===== config.mk =====
export PLATFORM = sky130hd
export DESIGN_NAME = input_debouncer
export DESIGN_NICKNAME = d
export VERILOG_FILES = /design/src/rtl/input_debouncer.sv
export SDC_FILE = /design/constraint.sdc
export NUM_CORES = 1
export LEC_CHECK = 0
export ABC_AREA = 1
export BUFFER_PORTS_ARGS = -buffer_cell sky130_fd_sc_hd__clkbuf_2
export CORE_MARGIN = 3
export CORE_UTILIZATION = 30
export CTS_BUF_LIST = sky130_fd_sc_hd__clkbuf_8
export DETAILED_ROUTE_END_ITERATION = 6
export GPL_ROUTABILITY_DRIVEN = 0
export PLACE_DENSITY_LB_ADDON = 0.12
export SYNTH_ARGS = -nofsm -noshare
export SYNTH_HDL_FRONTEND = slang
export SYNTH_SLANG_ARGS = --single-unit

===== constraint.sdc =====
create_clock -name clk_i -period 3.5 [get_ports clk_i]
set_clock_uncertainty 0.15 [all_clocks]
set_input_delay 0.175 -clock clk_i [delete_from_list [all_inputs] [get_ports clk_i]]
set_output_delay 0.175 -clock clk_i [all_outputs]
set_load 0.005 [all_outputs]

===== src/rtl/input_debouncer.sv =====
// input_debouncer
// Synchronises a vector of raw, asynchronous pins with a two-flop
// synchroniser, then filters each bit with its own stability counter.
// A bit's debounced level only moves once the synchronised input has
// disagreed with it for STABLE_COUNT consecutive clocks. One-cycle
// rise/fall pulses and an aggregate 'changed' pulse accompany each flip.
// Every output is a flop; nothing from 'in' reaches an output
// combinationally.
module input_debouncer #(
  parameter int               WIDTH        = 32,
  parameter int               COUNT_BITS   = 16,
  parameter int               STABLE_COUNT = 50000,
  parameter logic [WIDTH-1:0] RESET_PAT    = {WIDTH{1'b0}}
) (
  input  logic             clk_i,
  input  logic             reset,
  input  logic [WIDTH-1:0] in,
  output logic [WIDTH-1:0] out,
  output logic [WIDTH-1:0] rise,
  output logic [WIDTH-1:0] fall,
  output logic             changed
);

  // ------------------------------------------------------------------
  // Elaboration-time parameter checks
  // ------------------------------------------------------------------
  if (WIDTH < 1) begin : g_bad_width
    $error("input_debouncer: WIDTH must be at least 1");
  end

  if (COUNT_BITS < 1) begin : g_bad_count_bits
    $error("input_debouncer: COUNT_BITS must be at least 1");
  end

  // The counter must be able to hold STABLE_COUNT-1 without wrapping.
  if ((STABLE_COUNT < 1) ||
      (64'(STABLE_COUNT) >= (64'd1 << COUNT_BITS))) begin : g_bad_stable_count
    $error("input_debouncer: STABLE_COUNT must satisfy 1 <= STABLE_COUNT < 2**COUNT_BITS");
  end

  // ------------------------------------------------------------------
  // Constants
  // ------------------------------------------------------------------
  // Counter value at which the next mismatching edge accepts the new level.
  localparam logic [COUNT_BITS-1:0] LAST_CNT = COUNT_BITS'(STABLE_COUNT - 1);
  localparam logic [COUNT_BITS-1:0] CNT_ZERO = {COUNT_BITS{1'b0}};
  localparam logic [COUNT_BITS-1:0] CNT_ONE  = COUNT_BITS'(1);
  localparam logic [WIDTH-1:0]      VEC_ZERO = {WIDTH{1'b0}};

  // ------------------------------------------------------------------
  // State and next-state signals
  // ------------------------------------------------------------------
  logic [WIDTH-1:0]      sync1_r;
  logic [WIDTH-1:0]      sync2_r;
  logic [COUNT_BITS-1:0] cnt_r      [WIDTH];

  logic [COUNT_BITS-1:0] cnt_nxt_s  [WIDTH];
  logic [WIDTH-1:0]      out_nxt_s;
  logic [WIDTH-1:0]      rise_nxt_s;
  logic [WIDTH-1:0]      fall_nxt_s;
  logic                  changed_nxt_s;

  // ------------------------------------------------------------------
  // Synchroniser
  // ------------------------------------------------------------------
  // Two-flop synchroniser bringing the asynchronous pins into clk_i.
  always_ff @(posedge clk_i) begin
    if (reset) begin
      sync1_r <= RESET_PAT;
      sync2_r <= RESET_PAT;
    end else begin
      sync1_r <= in;
      sync2_r <= sync1_r;
    end
  end

  // ------------------------------------------------------------------
  // Per-bit stability filter
  // ------------------------------------------------------------------
  // Next-state for each bit: clear on agreement, count on disagreement,
  // and accept the synchronised level when the run reaches STABLE_COUNT.
  always_comb begin
    out_nxt_s  = out;
    rise_nxt_s = VEC_ZERO;
    fall_nxt_s = VEC_ZERO;
    for (int i = 0; i < WIDTH; i++) begin
      cnt_nxt_s[i] = CNT_ZERO;
    end

    for (int i = 0; i < WIDTH; i++) begin
      if (sync2_r[i] == out[i]) begin
        // Input agrees with the accepted level: any partial run is a
        // glitch and is forgotten.
        cnt_nxt_s[i] = CNT_ZERO;
      end else if (cnt_r[i] >= LAST_CNT) begin
        // Final mismatching edge of a full run: take the new level.
        // The >= also pulls an out-of-range count straight back to 0.
        cnt_nxt_s[i]  = CNT_ZERO;
        out_nxt_s[i]  = sync2_r[i];
        rise_nxt_s[i] = sync2_r[i];
        fall_nxt_s[i] = ~sync2_r[i];
      end else begin
        // Run still in progress.
        cnt_nxt_s[i] = cnt_r[i] + CNT_ONE;
      end
    end

    // Aggregate pulse derived from next-state so it lines up with rise/fall.
    changed_nxt_s = |(rise_nxt_s | fall_nxt_s);
  end

  // ------------------------------------------------------------------
  // Filter registers and pulse outputs
  // ------------------------------------------------------------------
  // Register debounced levels, counters and pulses; reset beats a pending flip.
  always_ff @(posedge clk_i) begin
    if (reset) begin
      out     <= RESET_PAT;
      rise    <= VEC_ZERO;
      fall    <= VEC_ZERO;
      changed <= 1'b0;
      for (int i = 0; i < WIDTH; i++) begin
        cnt_r[i] <= CNT_ZERO;
      end
    end else begin
      out     <= out_nxt_s;
      rise    <= rise_nxt_s;
      fall    <= fall_nxt_s;
      changed <= changed_nxt_s;
      for (int i = 0; i < WIDTH; i++) begin
        cnt_r[i] <= cnt_nxt_s[i];
      end
    end
  end

endmodule


### Yosys cells after proc, flatten, opt, wreduce, memory -nomap -nowiden

Memory sizes are Yosys's and may differ from the RTL's.
Index checks and enable logic that the tools add are counted.

| word-level totals | value |
|---|---|
| register bits after elaboration | 161 |
| RAM bits | 512 |
| input port bits | 34 |
| memories kept | 1 |

| operators by class | value |
|---|---|
| $add $sub $neg | 32 |
| magnitude comparators | 32 |
| eq/ne operators | 32 |
| muxes and demuxes | 227 |
| bitwise operators | 97 |
| reduce and logical (&&, ||, !) cells | 33 |

Memories:

| memory | words | bits a word | read ports | clocked after memory_dff | wr ports | RTL line | text |
|---|---|---|---|---|---|---|---|
| cnt_r | 32 | 16 | 32 | 0 | 32 | 55 | `logic [COUNT_BITS-1:0] cnt_r [WIDTH];` |

Operators by type and width:

| operator | count |
|---|---|
| 2-to-1 mux 16 bit | 96 |
| adder 16 x 1 -> 16 bit, second input constant | 32 |
| greater-or-equal comparator 16 bit, second input constant | 32 |
| 2-to-1 mux 1 bit | 131 |
| NOT 1 bit | 64 |
| AND reduction 2 bit | 32 |
| equality test 1 bit | 32 |
| bitwise OR 1 bit | 32 |
| bitwise OR 32 bit | 1 |
| OR reduction 32 bit | 1 |

### Logic depth before layout (Yosys ltp)

Gate-level depths: netlist (run 1).

| depth | value |
|---|---|
| word-level depth | 5 |
| mapped depth | 15 |
| depth with buffers taken out | 15 |

### Worst setup path before layout (run 1)

OpenSTA, ideal clock, no wires.

| timing path | value |
|---|---|
| path type | reg2reg |
| from | memory cnt_r[19][0], in the netlist cnt_r[1][48] |
| to | memory cnt_r[19][14], in the netlist cnt_r[1][62] |
| library setup time | 115 ps |
| arrival time | 1,499 ps |
| data required time | 3,235 ps |
| setup slack | 1,736 ps |
| stages on the path, launching flop included | 10 |
| path buffers | 0 |
| cell sequence | dfxtp_1 > ha_1 > nand3_1 > nor3_2 > nand3_1 > nor2_1 > nand2_1 > nor3_1 > a21oi_1 > o21a_1 |

RTL lines:

| element | RTL line |
|---|---|
| start, declared | 55 |

==> results.md, run 1 <==
- Tot Pwr: ~15000 uW
- DRT antenna net count: 0
- Starting Density: 0.3047
- Crit path launch: cnt_r[1][173]
- Net Sw Frac: 0.2276
- Sequential Power Share: 0.501
- CTS sink count: between 600 and 700
- Post-Syn Area: roughly 28000 um^2
- Core footprint: just over 90000 um^2
- Int Pwr: 11930 uW
- Critical-path top delay cell: nand4_1
- Post-route clock period utilization: 0.6672
- Slew HR: 0.5149
- Num ports: 131
- FF-to-FF End: cnt_r[1][174]
- Worst-path cell chain: inv_1 > nand2_1 > o31ai_1 > nand4_1 > a31oi_1 > o21a_1
- Setup crit end kind: flop
- CTS tree: done
- Critical R2R Launch: cnt_r[1][173]
- Switch Pwr: about 3500 uW
- Worst skew pair latency: 760 ps
- R2R depth: 6
- Layout area overhead: 19.42%
- Clock-pin slew on the worst setup and hold paths: 60 ps
- Vias per inst: 4.319
- Post-synthesis adder-cell area fraction: 0.01425
- H-Tree Depth: 4
- FF/Latch Area: 13470 um^2
- CTS Buf Count: 130
- Post-Synth Simple-Gate Area: 0.3093
- Quantity of gates resized following cts: 0
- Post-synthesis cell type count: 50
- Largest family of logic cells by synthesized area: simple AND/OR/NAND/NOR gates
- Die area: 97360 um^2
- Horiz. Die Dim: around 310 um
- Max Buffers Root-to-Sink: 3
- Largest net degree at the start of global routing: between 40 and 50
- Avg WL per Cell: 11.51 um
- Global route overflow: 0
- Num rows: 111
- Startpoint types: flop
- Final Hold Viols: 0
- Worst-Margin Slew: 725.5 ps
- Final setup fails: 0
- DP HPWL: ~42000 um
- Combinational Power Share: 0.018
- Synth Area in Compound Gates: 0.05994
- Post-CTS Hold Fix Bufs: 94
- CP Class: flop to flop
- Share of cells above drive strength 1: 0.1077
- Initial antenna violation count: 5
- Reg2reg setup slack: ~1200 ps
- Hold path endpoint: sync2_r[19]
- RSZ-0062 raised after global routing: no
- Initial DRC count: 1028
- Max rail drop VDD: approximately 270 uV
- Crit path largest cell delay: 680 ps
- P per Cell Area: 460.4 nW/um^2
- Hold Startpoint: reset
- TritonRoute pass-1 iters: 7
- First-pass GRT wire length: 103200 um
- Leakage: ~0.013 uW
- DRC violation count after routing: 1
- Asr flop ratio synth: 0
- Vias in the first global route: 21940
- Syn nets: 3719
- Xor/xnor cell area share of the yosys netlist: 0.05674
- Post-synth EDFFs: 0
- Mapped Avg Cell Area: ~7.7 um^2
- Clock power share: 0.480
- Critical Path AT: 2860 ps
- Multiplexer share of the synthesized area: 0
- Crit Path Max Fanout: 16
- Gr usage total: 0.1261
- Failing checks: design-rule violations
- FILL cells: about 10000
- Slew Viols, Final: 0
- Final setup TNS: 0 ps
- Final core occ: 0.3638
- # port buffers: 130
- Hold crit path type: input pin to flop
- Register area share after synthesis: 0.4795
- Synthesized flop and latch total: 673
- Status: complete, but fails checks
- Vias: 22870
- Crit path required time: around 4000 ps
- Dominant synthesized flop cell: dfxtp_1
- Clock root buffer: clkbuf_8
- Syn. warnings: 0
- Die Ht: 312.0 um
- Post-CTS Setup Repair Bufs: 0
- Worst Hold Depth: 3
- Fin nets: 4026
- Max Freq: 428.2 MHz
- Final WL: 60960 um
- Max_cap viols: 0
- Final min period: between 2000 and 2500 ps
- Multi-input logic area: 12370 um^2
- Post-Synthesis Cells: 3653
==> layout by cell type (no fill, tap or decap), types with 4 or more instances in the layout <==
| master | Yosys | final |
|---|---|---|
| nor2_4 | 4 | 4 |
| and3_1 | 8 | 8 |
| nand2_1 | 647 | 647 |
| inv_1 | 533 | 578 |
| xor2_1 | 106 | 106 |
| xnor2_1 | 76 | 76 |
| nand3_2 | 9 | 9 |
| o21bai_1 | 11 | 11 |
| inv_2 | 5 | 6 |
| a21oi_1 | 192 | 192 |
| nor3_1 | 150 | 150 |
| o21a_1 | 9 | 9 |
| or2_2 | 17 | 17 |
| ha_1 | 32 | 32 |
| nor3_2 | 29 | 29 |
| o31ai_1 | 12 | 12 |
| a31oi_1 | 26 | 26 |
| nor3b_1 | 80 | 80 |
| o21ai_0 | 24 | 24 |
| clkbuf_8 | 0 | 156 |
| nor3b_2 | 5 | 5 |
| nor4_2 | 7 | 7 |
| dlygate4sd3_1 | 0 | 94 |
| nand4_1 | 78 | 78 |
| clkbuf_2 | 0 | 129 |
| a31o_2 | 9 | 9 |
| nor2_2 | 30 | 30 |
| diode_2 | 0 | 4 |
| dfxtp_1 | 673 | 673 |
| nor2_1 | 544 | 544 |
| nand3_1 | 204 | 204 |
| clkinv_2 | 0 | 8 |
| nor4_1 | 47 | 47 |
| inv_6 | 0 | 6 |
| a211oi_1 | 6 | 6 |
| buf_4 | 0 | 4 |
==> cells by family (layout without fill, tap and decap cells) <==
| family | Yosys count | count (layout) |
|---|---|---|
| compound gates | 298 | 298 |
| xor+xnor | 182 | 182 |
| other cells | 0 | 4 |
| flops | 673 | 673 |
| buf+inv | 592 | 988 |
| simple gates | 1876 | 1876 |
| fa+ha+maj | 32 | 32 |
==> stage by stage <==
step	setup WS [ps]	std cells	instance area [um^2]	hold slack, ps
after floorplan	1736	3653	28100	132.0
after global placement	1028	4977	30120	221.7
after detailed placement	1053	4977	30120	222.9
after CTS	1043	5292	33540	107.9
after global routing	867.6	5294	33550	143.1
final	1165	5296	33550	220.5
==> synth_stat cells (2+ instances only) <==
cell type | count | share of area
or2_2 | 17 | 0.0038
o31ai_1 | 12 | 0.0032
nor3b_2 | 5 | 0.0022
a221oi_1 | 2 | 0.00062
nand2_2 | 2 | 0.00045
a31oi_1 | 26 | 0.0058
o21ai_0 | 24 | 0.0043
nand3_1 | 204 | 0.036
o21bai_1 | 11 | 0.0029
nor2_2 | 30 | 0.0067
nor4_1 | 47 | 0.010
xor2_1 | 106 | 0.033
nand4_2 | 3 | 0.0013
nand4_1 | 78 | 0.017
nor3_2 | 29 | 0.010
clkbuf_1 | 26 | 0.0035
a31o_2 | 9 | 0.0028
a21oi_1 | 192 | 0.034
nor2_4 | 4 | 0.0016
xnor2_1 | 76 | 0.024
a211oi_1 | 6 | 0.0016
buf_1 | 3 | 0.00040
nand3b_1 | 3 | 0.00080
nand3_2 | 9 | 0.0032
nor3_1 | 150 | 0.027
nor2_1 | 544 | 0.073
inv_2 | 5 | 0.00067
or2_0 | 3 | 0.00067
buf_2 | 25 | 0.0045
ha_1 | 32 | 0.014
nor4_2 | 7 | 0.0031
nand2_1 | 647 | 0.086
nor3b_1 | 80 | 0.021
and3_1 | 8 | 0.0018
dfxtp_1 | 673 | 0.48
inv_1 | 533 | 0.071
o21a_1 | 9 | 0.0024
==> layer usage <==
layer,wire length (um),vias up,GRT usage
li1,-,12340,-
met1,31540,10110,0.1716
met2,24630,302,0.1889
met3,3248,121,0.03521
met4,1541,0,0.04847
met5,0,-,0
==> worst max-delay path by stage <==
stage	to	slack (ps)	depth (start not counted)
3_3_place_gp	cnt_r[1][174]	1030	6
4_1_cts	cnt_r[1][174]	1040	6
2_1_floorplan	cnt_r[1][62]	1740	9
5_1_grt	cnt_r[1][172]	870	5
6_report	cnt_r[1][174]	1160	6
3_5_place_dp	cnt_r[1][174]	1050	6
==> flip-flops by register name, indices dropped and copies added (netlist names) <==
signal and count:
changed 1, out 32, rise 32, sync1_r 32
fall 32, sync2_r 32, cnt_r 512
==> power by group through the flow <==
stage          Combinational, uW  Sequential (uW)  Clock [uW]
2_1_floorplan                133             7900           0
3_3_place_gp                 209             7910           0
3_5_place_dp                 207             7910           0
4_1_cts                      287             7740        7860
5_1_grt                      319             7740        8160
6_report                     281             7740        7420
==> area by class of cell <==
cell class | count | area share
sequential | 673 | 0.4016
multi-input combinational | 2388 | 0.3687
antenna | 4 | 0.0002983
clock inverter | 65 | 0.009808
inverter | 538 | 0.06019
clock buffer | 156 | 0.06399
timing repair buffer | 229 | 0.04911
tap | 1243 | 0.04635
==> worst max-delay path, delay by kind of cell (launching register included) <==
family | cells | cell delay, ps
buffers and inverters | 1 | 130
flip-flops | 1 | 330
AO/OA/AOI/OAI | 3 | 930
AND/OR/NAND/NOR | 2 | 750
Note: power is estimated with default switching activity, not from simulation.
==> inputs of run 2 (changes only) <==
--- a/config.mk
+++ b/config.mk
@@ -5,7 +5,7 @@
 export SDC_FILE = /design/constraint.sdc
 export NUM_CORES = 1
 export LEC_CHECK = 0
-export ABC_AREA = 1
+export ABC_AREA = 0
 export BUFFER_PORTS_ARGS = -buffer_cell sky130_fd_sc_hd__clkbuf_2
 export CORE_MARGIN = 3
 export CORE_UTILIZATION = 30
==> constraint.sdc (replaced) <==
create_clock -name clk_i -period 2 [get_ports clk_i]
set_clock_uncertainty 0.15 [all_clocks]
set_input_delay 0.1 -clock clk_i [delete_from_list [all_inputs] [get_ports clk_i]]
set_output_delay 0.1 -clock clk_i [all_outputs]
set_load 0.005 [all_outputs]
==> results.md, run 2 <==
- Design area: 37060 um^2 (was 33550 um^2)
- Post-Synthesis Cells: 2912 (was 3653)
- Initial antenna violation count: 4 (was 5)
- Num ports: 131 (unchanged)
- # port buffers: 130 (unchanged)
- Largest register FFs: 512 (unchanged)
- Die area: 93080 um^2 (was 97360 um^2)
- CTS tree: done (unchanged)
- Commonest cells post-synth: dfxtp_1 (673), nor2_1 (584), xnor2_1 (213) (was dfxtp_1 (673), nand2_1 (647), nor2_1 (544))
- Die Ht: 305.1 um (was 312.0 um)
- Gr usage total: 0.1297 (was 0.1261)
- Share of cells above drive strength 1: 0.2852 (was 0.1077)
- Tot Pwr: 27830 uW (was 15450 uW)
- Mapped Avg Cell Area: 9.216 um^2 (was 7.691 um^2)
- TritonRoute pass-1 iters: 5 (was 7)
- Status: complete, but fails checks (unchanged)
- Global route overflow: 0 (unchanged)
- Syn. warnings: 0 (unchanged)
- Num rows: 109 (was 111)
- Post-synth EDFFs: 0 (unchanged)
- Leakage: 0.01372 uW (was 0.01293 uW)
- Starting Density: 0.3032 (was 0.3047)
- CTS Buf Count: 120 (was 130)
- Most frequent cells in the layout: dfxtp_1 (642), nor2_1 (442), buf_4 (334), xnor2_1 (213), xor2_1 (212) (was dfxtp_1 (673), nand2_1 (647), inv_1 (578), nor2_1 (544), nand3_1 (204))
- Max Freq: 451.4 MHz (was 428.2 MHz)
- Dominant synthesized flop cell: dfxtp_1 (unchanged)
- RSZ-0062 raised after global routing: yes (was no)
- Crit path required time: 2510 ps (was 4030 ps)
- Largest Register: cnt_r (unchanged)
- DRC violation count after routing: 0 (was 1)
- Top-count cell post-synth: dfxtp_1 (unchanged)
- Most common cell after layout, fill and taps aside: dfxtp_1 (unchanged)
- Final WS setup: -215.5 ps (was 1165 ps)
- Worst skew pair latency: 720 ps (was 760 ps)
- Vias per inst: 4.530 (was 4.319)
- Vias: 21840 (was 22870)
- Max rail drop VDD: 477.5 uV (was 266.1 uV)
- Startpoint types: flop (unchanged)
- P per Cell Area: 750.9 nW/um^2 (was 460.4 nW/um^2)
- Final min period: 2216 ps (was 2335 ps)
- Initial DRC count: 782 (was 1028)
- DRT antenna net count: 0 (unchanged)
- Slew Viols, Final: 0 (unchanged)
- Post-Syn Area: 26840 um^2 (was 28100 um^2)
- Final setup fails: 129 (was 0)
- Slew HR: 0.6742 (was 0.5149)
- Synthesized flop and latch total: 673 (unchanged)
- First-pass GRT wire length: 102900 um (was 103200 um)
- Hold crit path type: flop to flop (was input pin to flop)
- Vias in the first global route: 21460 (was 21940)
- DP HPWL: 41310 um (was 42000 um)
- Crit Path Max Fanout: 8 (was 16)
- Syn nets: 2978 (was 3719)
- Post-synthesis cell type count: 59 (was 50)
- Placed Area: 31470 um^2 (was 30120 um^2)
- Horiz. Die Dim: 305.1 um (was 312.0 um)
- Critical Path AT: 2720 ps (was 2860 ps)
- Worst-Margin Slew: 488.8 ps (was 725.5 ps)
- Layout area overhead: 38.10% (was 19.42%)
- Failing checks: negative setup slack (was design-rule violations)
- Max_cap viols: 0 (unchanged)
- Register area share after synthesis: 0.5021 (was 0.4795)
- Setup crit end kind: flop (unchanged)
- Top cell type's share of synthesized area: 0.5021 (was 0.4795)
- Clock-pin slew on the worst setup and hold paths: 60 ps (about the same)
- Core footprint: 88510 um^2 (was 92220 um^2)
- Cell taking the most area after synthesis: dfxtp_1 (unchanged)
- Final WL: 63030 um (was 60960 um)
- Asr flop ratio synth: 0 (unchanged)
- Final Hold Viols: 0 (unchanged)
- H-Tree Depth: 3 (was 4)
- Main area contributors after synthesis: dfxtp_1 (50%), nor2_1 (8.2%), xnor2_1 (7.0%), xor2_1 (6.9%), and3_1 (3.3%) (was dfxtp_1 (48%), nand2_1 (8.6%), nor2_1 (7.3%), inv_1 (7.1%), nand3_1 (3.6%))
- CP Class: flop to flop (unchanged)
- CTS sink count: 673 (unchanged)
- Largest net degree at the start of global routing: 39 (was 45)
- Max Buffers Root-to-Sink: 3 (unchanged)
- Fin nets: 3625 (was 4026)
- Clock root buffer: clkbuf_8 (unchanged)
- Avg WL per Cell: 13.07 um (was 11.51 um)
- Post-route clock period utilization: 1.108 (was 0.6672)
## run 2: cell types whose count changed after synthesis, sizes merged, moves of 38 or more
cell    delta
inv      -484
nand2    -460
nor3     -165
a21oi    -142
xnor2    +137
and3     +136
xor2     +106
nor2b     +68
nor3b     -60
nand3     -55
clkbuf    +39
or3       +38
## run 2: logic make-up (layout without fill, tap and decap cells)
group | after synthesis | count (layout) | share of synthesized area
DFF | 673 | 673 | 0.5021
muxes | 26 | 26 | 0.009698
other | 0 | 3 | 0
xor gates and xnor gates | 425 | 425 | 0.1387
and+or+nand+nor | 1449 | 1454 | 0.2693
adders and majority gates | 32 | 32 | 0.01492
buffers and inverters | 132 | 868 | 0.02126
AOI/OAI and AO/OA | 175 | 175 | 0.04401
## run 2: what timing repair did
| item | in CTS | in global routing |
|---|---|---|
| setup buffers | 10 | 18 |
| endpoints found under the hold margin | 112 | 0 |
| pin swaps | 63 | 142 |
| endpoints found under the setup margin | 260 | 400 |
| hold buffers | 93 | 0 |
| cloned | 5 | 11 |
| gates resized for setup | 75 | 370 |
## run 2: critical path: stages (launching register included)
cell and delay, ps:
dfxtp_2 320, or4_4 540, a32oi_4 270, buf_6 130, nand2_2 50, or3_4 410, clkbuf_16 200, nor2_1 80
## run 2: path summary, 6_finish.rpt
check,cells past startpoint,slack (ps),startpoint,end
max,7,-220,cnt_r[0][59],cnt_r[0][52]
min reg2reg,1,280,sync1_r[31],sync2_r[31]
max reg2reg,7,-220,cnt_r[0][59],cnt_r[0][52]
min,1,280,sync1_r[31],sync2_r[31]
## run 2: stage by stage
step	std cells	util	hold slack (ps)	setup slack, ps	TNS, ps
floorplan	2912	-	78.18	-65.61	-775.3
global placement	4472	0.3556	158.3	-232.6	-10150
detailed placement	4472	0.3556	162.0	-291.3	-14300
CTS	4795	0.4004	287.2	-200.3	-13160
global route	4820	0.4187	306.5	-289.3	-23740
finish	4821	0.4187	283.8	-215.5	-12360
## run 2: layer usage
| layer | track usage | part of all wire | vias up |
|---|---|---|---|
| met3 | 0.02967 | 0.040 | 132 |
| met5 | 0 | 0.00021 | - |
| met2 | 0.2100 | 0.46 | 279 |
| li1 | - | - | 11200 |
| met1 | 0.1696 | 0.48 | 10230 |
| met4 | 0.04529 | 0.026 | 2 |
## run 2: layout make-up
| cell class | count | area (um^2) |
|---|---|---|
| clock buffers | 161 | 2216 |
| diodes | 3 | 7.507 |
| repair buffers | 598 | 4800 |
| fillers | 8638 | 51450 |
| clock inverters | 55 | 397.9 |
| well taps | 1165 | 1458 |
| flip-flops and latches | 673 | 13510 |
| multi-input cells | 2112 | 14470 |
| inverters | 54 | 202.7 |
## run 2: where the power goes
part | internal (uW) | switching [uW] | leakage, uW
combinational | 338 | 315 | 0.00680
clock | 7900 | 5720 | 0.00147
sequential | 13500 | 59.9 | 0.00545
total | 21700 | 6090 | 0.0137
==> inputs of run 3 (changes only) <==
--- a/config.mk
+++ b/config.mk
@@ -8,7 +8,7 @@
 export ABC_AREA = 0
 export BUFFER_PORTS_ARGS = -buffer_cell sky130_fd_sc_hd__clkbuf_2
 export CORE_MARGIN = 3
-export CORE_UTILIZATION = 30
+export CORE_UTILIZATION = 46
 export CTS_BUF_LIST = sky130_fd_sc_hd__clkbuf_8
 export DETAILED_ROUTE_END_ITERATION = 6
 export GPL_ROUTABILITY_DRIVEN = 0
==> results.md, run 3 (synthesis results as in run 2) <==
- Met1 usage: 0.2359 (was 0.1696)
- P per Cell Area: 729.1 nW/um^2 (was 750.9 nW/um^2)
- Worst-Margin Slew: 496.0 ps (was 488.8 ps)
- Leakage: 0.01331 uW (was 0.01372 uW)
- TritonRoute pass-1 iters: 5 (unchanged)
- Max Freq: 450.6 MHz (was 451.4 MHz)
- Num ports: 131 (unchanged)
- FF-to-FF End: changed (was cnt_r[0][52])
- Initial antenna violation count: 3 (was 4)
- CP Class: flop to flop (unchanged)
- Vias in the first global route: 21660 (was 21460)
- Final setup TNS: -8173 ps (was -12360 ps)
- Layout area overhead: 32.41% (was 38.10%)
- Final setup fails: 111 (was 129)
- CTS tree: done (unchanged)
- Most frequent cells in the layout: dfxtp_1 (646), nor2_1 (470), buf_4 (312), xnor2_1 (213), xor2_1 (212) (was dfxtp_1 (642), nor2_1 (442), buf_4 (334), xnor2_1 (213), xor2_1 (212))
- Inst Count DP: 4043 (was 4472)
- Status: complete, but fails checks (unchanged)
- Final Hold Viols: 0 (unchanged)
- Critical R2R Launch: cnt_r[0][161] (was cnt_r[0][59])
- Die area: 61270 um^2 (was 93080 um^2)
- GRT Max-Usage Layer: met2 (unchanged)
- FF/Latch Area: 13510 um^2 (about the same)
- Horiz. Die Dim: 247.5 um (was 305.1 um)
- Vias per inst: 4.979 (was 4.530)
- Reg2reg setup slack: -220 ps (about the same)
- Post-route clock period utilization: 1.110 (was 1.108)
- Most common cell after layout, fill and taps aside: dfxtp_1 (unchanged)
- Critical Path AT: 2630 ps (was 2720 ps)
- Max rail drop VDD: 730.4 uV (was 477.5 uV)
- RSZ-0062 raised after global routing: yes (unchanged)
- FILL cells: 4809 (was 8638)
- Num rows: 87 (was 109)
- Final WS setup: -219.1 ps (was -215.5 ps)
- Final hold slack: 110.7 ps (was 283.8 ps)
- Clock-pin slew on the worst setup and hold paths: 60 ps (about the same)
- Final Non-Filler Cells: 4357 (was 4821)
- Largest Register: cnt_r (unchanged)
- Slew Viols, Final: 0 (unchanged)
- Slew HR: 0.6670 (was 0.6742)
- Vias: 21690 (was 21840)
- Global-route met3 utilization: 0.03717 (was 0.02967)
- Startpoint types: flop (unchanged)
- Largest register FFs: 512 (unchanged)
- CTS Buf Count: 111 (was 120)
- Largest net degree at the start of global routing: 49 (was 39)
- Core footprint: 57040 um^2 (was 88510 um^2)
- Starting Density: 0.4705 (was 0.3032)
- Final WL: 59530 um (was 63030 um)
- Gr usage total: 0.1880 (was 0.1297)
- R2R depth: 8 (was 7)
- Final min period: 2219 ps (was 2216 ps)
- Crit Path Max Fanout: 2 (was 8)
- Hold crit path type: input pin to flop (was flop to flop)
- Fin nets: 3586 (was 3625)
- Hold path endpoint: sync1_r[31] (was sync2_r[31])
- First-pass GRT wire length: 97920 um (was 102900 um)
- Worst Hold Depth: 3 (was 1)
- Max_cap viols: 0 (unchanged)
- Global route overflow: 0 (unchanged)
- DRT antenna net count: 0 (unchanged)
- Met2 Use GR: 0.3253 (was 0.2100)
- H-Tree Depth: 3 (unchanged)
- Avg WL per Cell: 13.66 um (was 13.07 um)
- Clock root buffer: clkbuf_8 (unchanged)
- Share of cells above drive strength 1: 0.2589 (was 0.2852)
- Die Ht: 247.5 um (was 305.1 um)
- Crit path required time: 2410 ps (was 2510 ps)
- # port buffers: 130 (unchanged)
- Max Buffers Root-to-Sink: 3 (unchanged)
- DP HPWL: 38680 um (was 41310 um)
- Initial DRC count: 768 (was 782)
- Hold Startpoint: in[31] (was sync1_r[31])
- Setup crit end kind: flop (unchanged)
- Failing checks: negative setup slack (unchanged)
- Worst skew pair latency: 690 ps (was 720 ps)
- CTS sink count: 673 (unchanged)
- Multi-input logic area: 14140 um^2 (was 14470 um^2)
- DRC violation count after routing: 0 (unchanged)
## run 3: power by group
part	internal, uW	leakage [uW]	switching [uW]
sequential	13500	0.00545	55.8
combinational	329	0.00661	301
clock	6400	0.00125	5330
## run 3: cell type report
type	count	area share
Sequential cell	673	0.3801
Multi-Input combinational cell	2111	0.3980
Clock buffer	144	0.05578
Antenna cell	1	0.00007043
Inverter	54	0.005704
Timing Repair Buffer	569	0.1275
Clock inverter	49	0.006268
Tap cell	756	0.02662
## run 3: repair_timing
item / 4_1_cts / 5_1_grt
hold endpoints to repair: 117 / 0
pin swaps: 59 / 103
buffers inserted: 4 / 14
hold buffers: 87 / 0
gates cloned: 4 / 14
gates resized for setup: 52 / 297
setup endpoints to repair: 191 / 373
## run 3: critical path: stages (launching register included)
cell and delay (ps):
dfxtp_1 330, ha_4 170, a311oi_2 190, nor3b_1 100, o21ba_2 230, a2111o_1 440
nor4_4 220, buf_4 170, a41oi_2 90
## run 3: how the worst max path moves through the flow
stage	from	end	slack [ps]	depth (start not counted)
after global routing	cnt_r[1][77]	changed	-320	6
final	cnt_r[0][161]	changed	-220	8
after detailed placement	cnt_r[0][64]	changed	-520	8
after global placement	cnt_r[0][64]	changed	-470	8
after floorplan	cnt_r[0][61]	cnt_r[0][59]	-70	7
after CTS	cnt_r[0][64]	changed	-260	8
## run 3: per-layer routing
metal | wire, um | up-vias | part of all wire
li1 | - | 11100 | -
met1 | 27380 | 10180 | 0.46
met2 | 28730 | 288 | 0.48
met3 | 2093 | 120 | 0.035
met4 | 1312 | 2 | 0.022
met5 | 7 | - | 0.00012
## run 3: through the flow
stage	worst slack (ps)	instance area [um^2]	util	power [uW]
final	-219.1	35530	0.6229	25910
after global routing	-315.5	35530	0.6229	27010
after CTS	-261.7	34150	0.5987	26250
after detailed placement	-515.6	30800	0.5399	14220
after global placement	-472.6	30800	0.5399	14210
after floorplan	-65.61	27370	-	14080
